===== config.mk =====
export PLATFORM = sky130hd
export DESIGN_NAME = temp_sampler
export DESIGN_NICKNAME = d
export VERILOG_FILES = /design/src/rtl/temp_sampler_pkg.sv /design/src/rtl/temp_avg4.sv /design/src/rtl/temp_sampler.sv
export SDC_FILE = /design/constraint.sdc
export NUM_CORES = 1
export LEC_CHECK = 0
export ABC_AREA = 1
export CORE_MARGIN = 2
export CORE_UTILIZATION = 35
export DETAILED_ROUTE_END_ITERATION = 7
export PLACE_DENSITY = 0.58
export SETUP_SLACK_MARGIN = 0.2
export SYNTH_ARGS = -nofsm -noshare
export SYNTH_HDL_FRONTEND = slang
export SYNTH_SLANG_ARGS = --single-unit

===== constraint.sdc =====
create_clock -name clk -period 2.34 [get_ports clk]
set_input_delay 0.351 -clock clk [delete_from_list [all_inputs] [get_ports clk]]
set_output_delay 0.351 -clock clk [all_outputs]
set_load 0.02 [all_outputs]

===== src/rtl/temp_sampler_pkg.sv =====
// Purpose : shared types and sizes for the temperature sampler slice.
// Latency : n/a (declarations only).
// Backpressure: n/a.
//
// Contents: FSM state encoding, ADC sample width, history depth, sum width
// and the mean helper used by the averaging history.
package temp_sampler_pkg;

  localparam int ADC_W      = 8;
  localparam int HIST_DEPTH = 4;
  // 4 x 255 = 1020 fits exactly in 10 bits.
  localparam int SUM_W      = 10;
  localparam int FILL_W     = $clog2(HIST_DEPTH + 1);

  typedef enum logic [1:0] {
    IDLE  = 2'd0,
    START = 2'd1,
    SHIFT = 2'd2,
    DONE  = 2'd3
  } state_t;

  // Divide-by-4 by dropping the two LSBs: truncation, never rounding.
  function automatic logic [ADC_W-1:0] mean4(input logic [SUM_W-1:0] sum);
    return sum[SUM_W-1:2];
  endfunction

endpackage


===== src/rtl/temp_avg4.sv =====
// Purpose : 4-entry sample history with truncated mean and full flag.
// Latency : mean/full are combinational and describe the window as it will
//           stand once din is pushed, so the caller can register them on the push edge.
// Backpressure: none; push is accepted every cycle it is asserted.
//
// Ports:
//   clk   - system clock (rising edge)
//   clear - synchronous clear of history, running sum and fill count
//   push  - shift din into the history, oldest entry dropped
//   din   - raw ADC byte
//   mean  - (sum of window including din)[9:2]
//   full  - window including din holds HIST_DEPTH real samples
module temp_avg4
  import temp_sampler_pkg::*;
(
  input  logic             clk,
  input  logic             clear,
  input  logic             push,
  input  logic [ADC_W-1:0] din,
  output logic [ADC_W-1:0] mean,
  output logic             full
);

  logic [HIST_DEPTH-1:0][ADC_W-1:0] hist;
  logic [SUM_W-1:0]                 sum;
  logic [SUM_W-1:0]                 sum_nxt;
  logic [FILL_W-1:0]                fill;

  // Running sum: add the newcomer, remove the entry being dropped. The true
  // result is always 0..1020, so the modulo-1024 arithmetic is exact.
  always_comb begin
    sum_nxt = sum + SUM_W'(din) - SUM_W'(hist[HIST_DEPTH-1]);
    mean    = mean4(sum_nxt);
    full    = (fill >= FILL_W'(HIST_DEPTH - 1));
  end

  always_ff @(posedge clk) begin
    if (clear) begin
      hist <= '0;
      sum  <= '0;
      fill <= '0;
    end else if (push) begin
      hist <= {hist[HIST_DEPTH-2:0], din};
      sum  <= sum_nxt;
      if (fill != FILL_W'(HIST_DEPTH)) begin
        fill <= fill + FILL_W'(1);
      end
    end
  end

endmodule


===== src/rtl/temp_sampler.sv =====
// Purpose : periodic serial read of an 8-bit ADC, optional 4-sample mean,
//           setpoint compare.
// Latency : gt/t_g_gt/gt_valid register on the edge that ends DONE.
// Backpressure: none; results are a one-cycle gt_valid pulse, no handshake.
//
// Ports:
//   clk      - system clock, rising edge
//   rst      - synchronous active-low reset
//   adc_do   - ADC serial data, asynchronous, 2-flop synchronized
//   adc_cs_n - ADC chip select, active low
//   adc_sclk - ADC serial clock, CLK_DIV clk cycles per half period
//   target   - setpoint code
//   gt       - filtered (or raw) temperature code
//   t_g_gt   - target > gt, evaluated at update time
//   gt_valid - one-cycle pulse when gt/t_g_gt update
//
// Build option: define TEMP_SAMPLER_AVG_EN to compile in the 4-sample mean;
// otherwise gt is the raw byte of every conversion.
module temp_sampler
  import temp_sampler_pkg::*;
#(
  parameter int CLK_DIV = 8,
  parameter int GAP     = 1000
) (
  input  logic             clk,
  input  logic             rst,
  input  logic             adc_do,
  output logic             adc_cs_n,
  output logic             adc_sclk,
  input  logic [ADC_W-1:0] target,
  output logic [ADC_W-1:0] gt,
  output logic             t_g_gt,
  output logic             gt_valid
);

  localparam logic [15:0] GAP_LAST = 16'(GAP - 1);
  localparam logic [7:0]  DIV_LAST = 8'(CLK_DIV - 1);

  state_t           state;
  logic [15:0]      gap_cnt;
  logic [7:0]       div_cnt;
  logic [2:0]       bit_cnt;
  logic [1:0]       sync;
  logic [ADC_W-1:0] shift_reg;

  // Result presented to the output registers during DONE.
  logic [ADC_W-1:0] res_dat;
  logic             res_vld;

  always_ff @(posedge clk) begin
    if (!rst) begin
      sync <= '0;
    end else begin
      sync <= {sync[0], adc_do};
    end
  end

`ifdef TEMP_SAMPLER_AVG_EN
  logic avg_push;
  logic avg_clear;

  assign avg_push  = (state == DONE);
  assign avg_clear = ~rst;

  temp_avg4 u_avg (
    .clk   (clk),
    .clear (avg_clear),
    .push  (avg_push),
    .din   (shift_reg),
    .mean  (res_dat),
    .full  (res_vld)
  );
`else
  assign res_dat = shift_reg;
  assign res_vld = 1'b1;
`endif

  always_ff @(posedge clk) begin
    if (!rst) begin
      state     <= IDLE;
      gap_cnt   <= '0;
      div_cnt   <= '0;
      bit_cnt   <= '0;
      shift_reg <= '0;
      adc_cs_n  <= 1'b1;
      adc_sclk  <= 1'b0;
      gt        <= '0;
      t_g_gt    <= 1'b0;
      gt_valid  <= 1'b0;
    end else begin
      gt_valid <= 1'b0;
      case (state)
        IDLE: begin
          if (gap_cnt == GAP_LAST) begin
            gap_cnt  <= '0;
            div_cnt  <= '0;
            adc_cs_n <= 1'b0;
            adc_sclk <= 1'b0;
            state    <= START;
          end else begin
            gap_cnt <= gap_cnt + 16'd1;
          end
        end

        START, SHIFT: begin
          if (div_cnt == DIV_LAST) begin
            div_cnt  <= '0;
            adc_sclk <= ~adc_sclk;
            // Last clk of a high phase: end of one full sclk period.
            if (adc_sclk) begin
              if (state == START) begin
                // Mux-settle period complete; nothing captured.
                bit_cnt <= '0;
                state   <= SHIFT;
              end else begin
                shift_reg <= {shift_reg[ADC_W-2:0], sync[1]};
                bit_cnt   <= bit_cnt + 3'd1;
                if (bit_cnt == 3'd7) begin
                  adc_cs_n <= 1'b1;
                  adc_sclk <= 1'b0;
                  state    <= DONE;
                end
              end
            end
          end else begin
            div_cnt <= div_cnt + 8'd1;
          end
        end

        DONE: begin
          gap_cnt <= '0;
          state   <= IDLE;
          if (res_vld) begin
            gt       <= res_dat;
            t_g_gt   <= (target > res_dat);
            gt_valid <= 1'b1;
          end
        end

        default: state <= IDLE;
      endcase
    end
  end

endmodule

==> results.md <==
- Status: completed
- Port bufs: 22
- Static Leakage: roughly 0.0014 uW
- RR Endpoint: res_dat[0]
- Final instance area: 0.00323 mm^2
- Total CTS buffers: 5
- Syn Std Cell Area: 0.00282 mm^2
- Tightest Hold Check Type: reg -> reg
- RSZ-0062 raised after global routing: no
- Fin. Hold Viols: 0
- Slowest-stage cell, CP: ha_1
- Flops & latches, synth: slightly above 50
- Crit-path cells: inv_1 > ha_1 > inv_2 > nor2_2 > nand3_2 > o21ai_0 > a21oi_1
- Post-synth EDFFs: 0
- Vias: 2549
- I/O Pins: 23
- Hold Path Depth: 2
- Power per cell area: slightly below 500 mW/mm^2
- Pre-antenna DRT Iters: 4
- Vias in the first global route: between 2000 and 2500
- Register area share after synthesis: 36.2%
- Core ar.: about 0.0078 mm^2
- H-tree depth: 2
- CP delay by family, top: simple AND/OR/NAND/NOR gates
- Period utilization: around four fifths
- Arrival time worst endpoint: about 2.0 ns
- Syn. warnings: 0
- Number of unique standard cell types used by synthesis: 31
- F_max: 544 MHz
- Largest net degree at the start of global routing: 36
- Startpoint of the worst hold path: sync[0]
- Reg2Reg Depth: 7
- Min Tclk post-route: 1.84 ns
- Crit path buf inv count: 2
- Routed wire per std cell: between 10 and 15 um
- Layout cells sized above 1: under 10%
- Detail Route Antenna Nets: 0
- Placed Instance Area: between 0.003 and 0.004 mm^2
- Initial antenna violation count: 0
- Diodes inserted: 0
- Slew Limit Fails: 0
- Layout Nets: roughly 460
- Reg-to-reg slack, setup: about 0.5 ns
- Worst ir drop on vdd: between 0.0002 and 0.0003 V
- Cell count after synthesis: slightly above 400
- Worst path required time: roughly 2.5 ns
- Crit path kind: reg -> reg
- Die width: about 94 um
- Slew HR: a little over half
- CTS tree: built
- DP HPWL: between 4000 and 5000 um
- Routed vias/inst: about 4.8
- # DRC: 0
- CP Max Fanout: 18
- CTS resizes: 0
- Clk sink count: just over 50
- Fillers: about 830
- Setup TNS: 0 ns
- Remaining Overflow, GRT: 0
- CTS Hold Bufs: 0
- Gr usage total: 14.3%
- Critical Path Start Type: register
- Die ar.: about 0.009 mm^2
- Final setup viols: 0
- Mapped Nets: 438
- Crit Reg-Reg Startpoint: state[0]
- Clk buf depth: 2
- Die height: 93.7 um
- # rows: 32
- Max-cap violations: 0
- PnR Total Power: 1560 uW
- Reg clk slew, reported paths: ~0.10 ns
- Post-synthesis area per instance: approximately 6.8 um^2
- First-pass GRT wire length: about 10000 um
- CTS root buf: clkbuf_8
- Clk_lat worst skew: ~0.31 ns
- Post-Route WL: about 6100 um
- Async SR Flop Fraction: 0%
- Initial core utilization: a little over a third
- Area added between synthesis and finish: 14.6%
- Main synth FF type: dfxtp_1
- Slowest stage delay, CP: roughly 0.40 ns
- DRT iter0 DRCs: 127
- Hold endpoint: sync[1]
- CP endpoint kind: register
- GPL Wtd Cong: between 0.7 and 0.8
- Slew @ Worst Pin: roughly 0.7 ns
- Post-CTS Setup Bufs: 0
- Clock Skew: 0.0142 ns
## area by class of cell
class                   instances  area, um^2  area share (%)
multi-input cells             301        1550            47.8
flip-flops and latches         51        1020            31.6
repair buffers                 26         250            7.74
inverters                      48         181            5.61
well taps                     102         128            3.95
clock buffers                   5        68.8            2.13
clock inverters                 2        37.5            1.16
## worst max-delay path by stage
stage	depth (start not counted)	endpoint	start	slack, ns
after floorplan	8	res_dat[7]	state[0]	0.78
after global placement	7	res_dat[4]	state[0]	0.58
after detailed placement	7	res_dat[0]	state[0]	0.51
after CTS	7	res_dat[0]	state[0]	0.49
after global routing	7	res_dat[6]	state[0]	0.25
final	7	res_dat[0]	state[0]	0.50
## placed cells by master, fill, tap and decap left out, drive strengths merged, types with 2 or more instances in the layout
cell / n
clkdlybuf4s50: 22
buf: 4
a21oi: 45
nor2: 58
xor2: 2
nor3b: 2
xnor2: 2
clkbuf: 5
nand3b: 2
ha: 15
nand2: 111
dfxtp: 51
o21ai: 26
nand4: 7
nand3: 25
inv: 47
## power breakdown
| part | internal [uW] | total (uW) | switching [uW] |
|---|---|---|---|
| Combinational | 31.3 | 66.4 | 35.1 |
| Clock | 313 | 614 | 301 |
| Sequential | 873 | 878 | 5.01 |
| Total | 1220 | 1560 | 341 |
## layer usage
metal | vias up | share of wire [%] | global-route usage, %
met5 | - | 0 | 0
met4 | 0 | 0.94 | 4.35
met3 | 5 | 2.3 | 2.65
met2 | 23 | 47 | 24.4
met1 | 1158 | 50 | 18.4
li1 | 1363 | - | -
## kinds of logic after synthesis
logic type                 after synthesis  share of synthesized area [%]
buffers and inverters                   60                           8.97
AOI/OAI and AO/OA                       76                           14.2
and+or+nand+nor                        206                           32.7
DFF                                     51                           36.2
xor gates and xnor gates                 4                           1.24
adders and majority gates               15                           6.66
## tightest hold or removal path, stage by stage (launching register included)
cell and delay (ns):
dfxtp_1 0.31, nand2_1 0.04, inv_1 0.04
## synth_stat cells, types with 2 or more instances
cell type	number	area [um^2]
nor3b_1	2	15.0
nand4_1	7	43.8
nor2_1	50	188
buf_6	3	33.8
o21ai_0	24	120
clkbuf_1	6	22.5
nand3_2	2	20.0
dfxtp_1	51	1020
nand3b_1	2	15.0
nand2_1	104	390
nand2_2	4	25.0
nor2_4	4	45.0
o21ai_1	2	10.0
buf_2	3	15.0
xnor2_1	2	17.5
nand2_4	3	33.8
xor2_1	2	17.5
inv_2	5	18.8
nand3_1	23	115
ha_1	15	188
inv_1	42	158
nor2_2	4	25.0
a21oi_1	44	220
## stage by stage
stage	utilization (%)	hold WS, ns	cells	setup WS [ns]
CTS	41.6	0.425	535	0.491
floorplan	-	0.390	412	0.781
finish	41.6	0.417	535	0.501
global placement	40.2	0.399	528	0.582
global route	41.6	0.442	535	0.251
detailed placement	40.2	0.404	528	0.506
## sequential cells by signal (all words and copies together) (netlist names), 2 cells and up
register / cells
state: 2
gt: 8
sync: 2
res_dat: 8
bit_cnt: 3
div_cnt: 8
gap_cnt: 16
No activity file was read; power rests on OpenSTA's default activity.
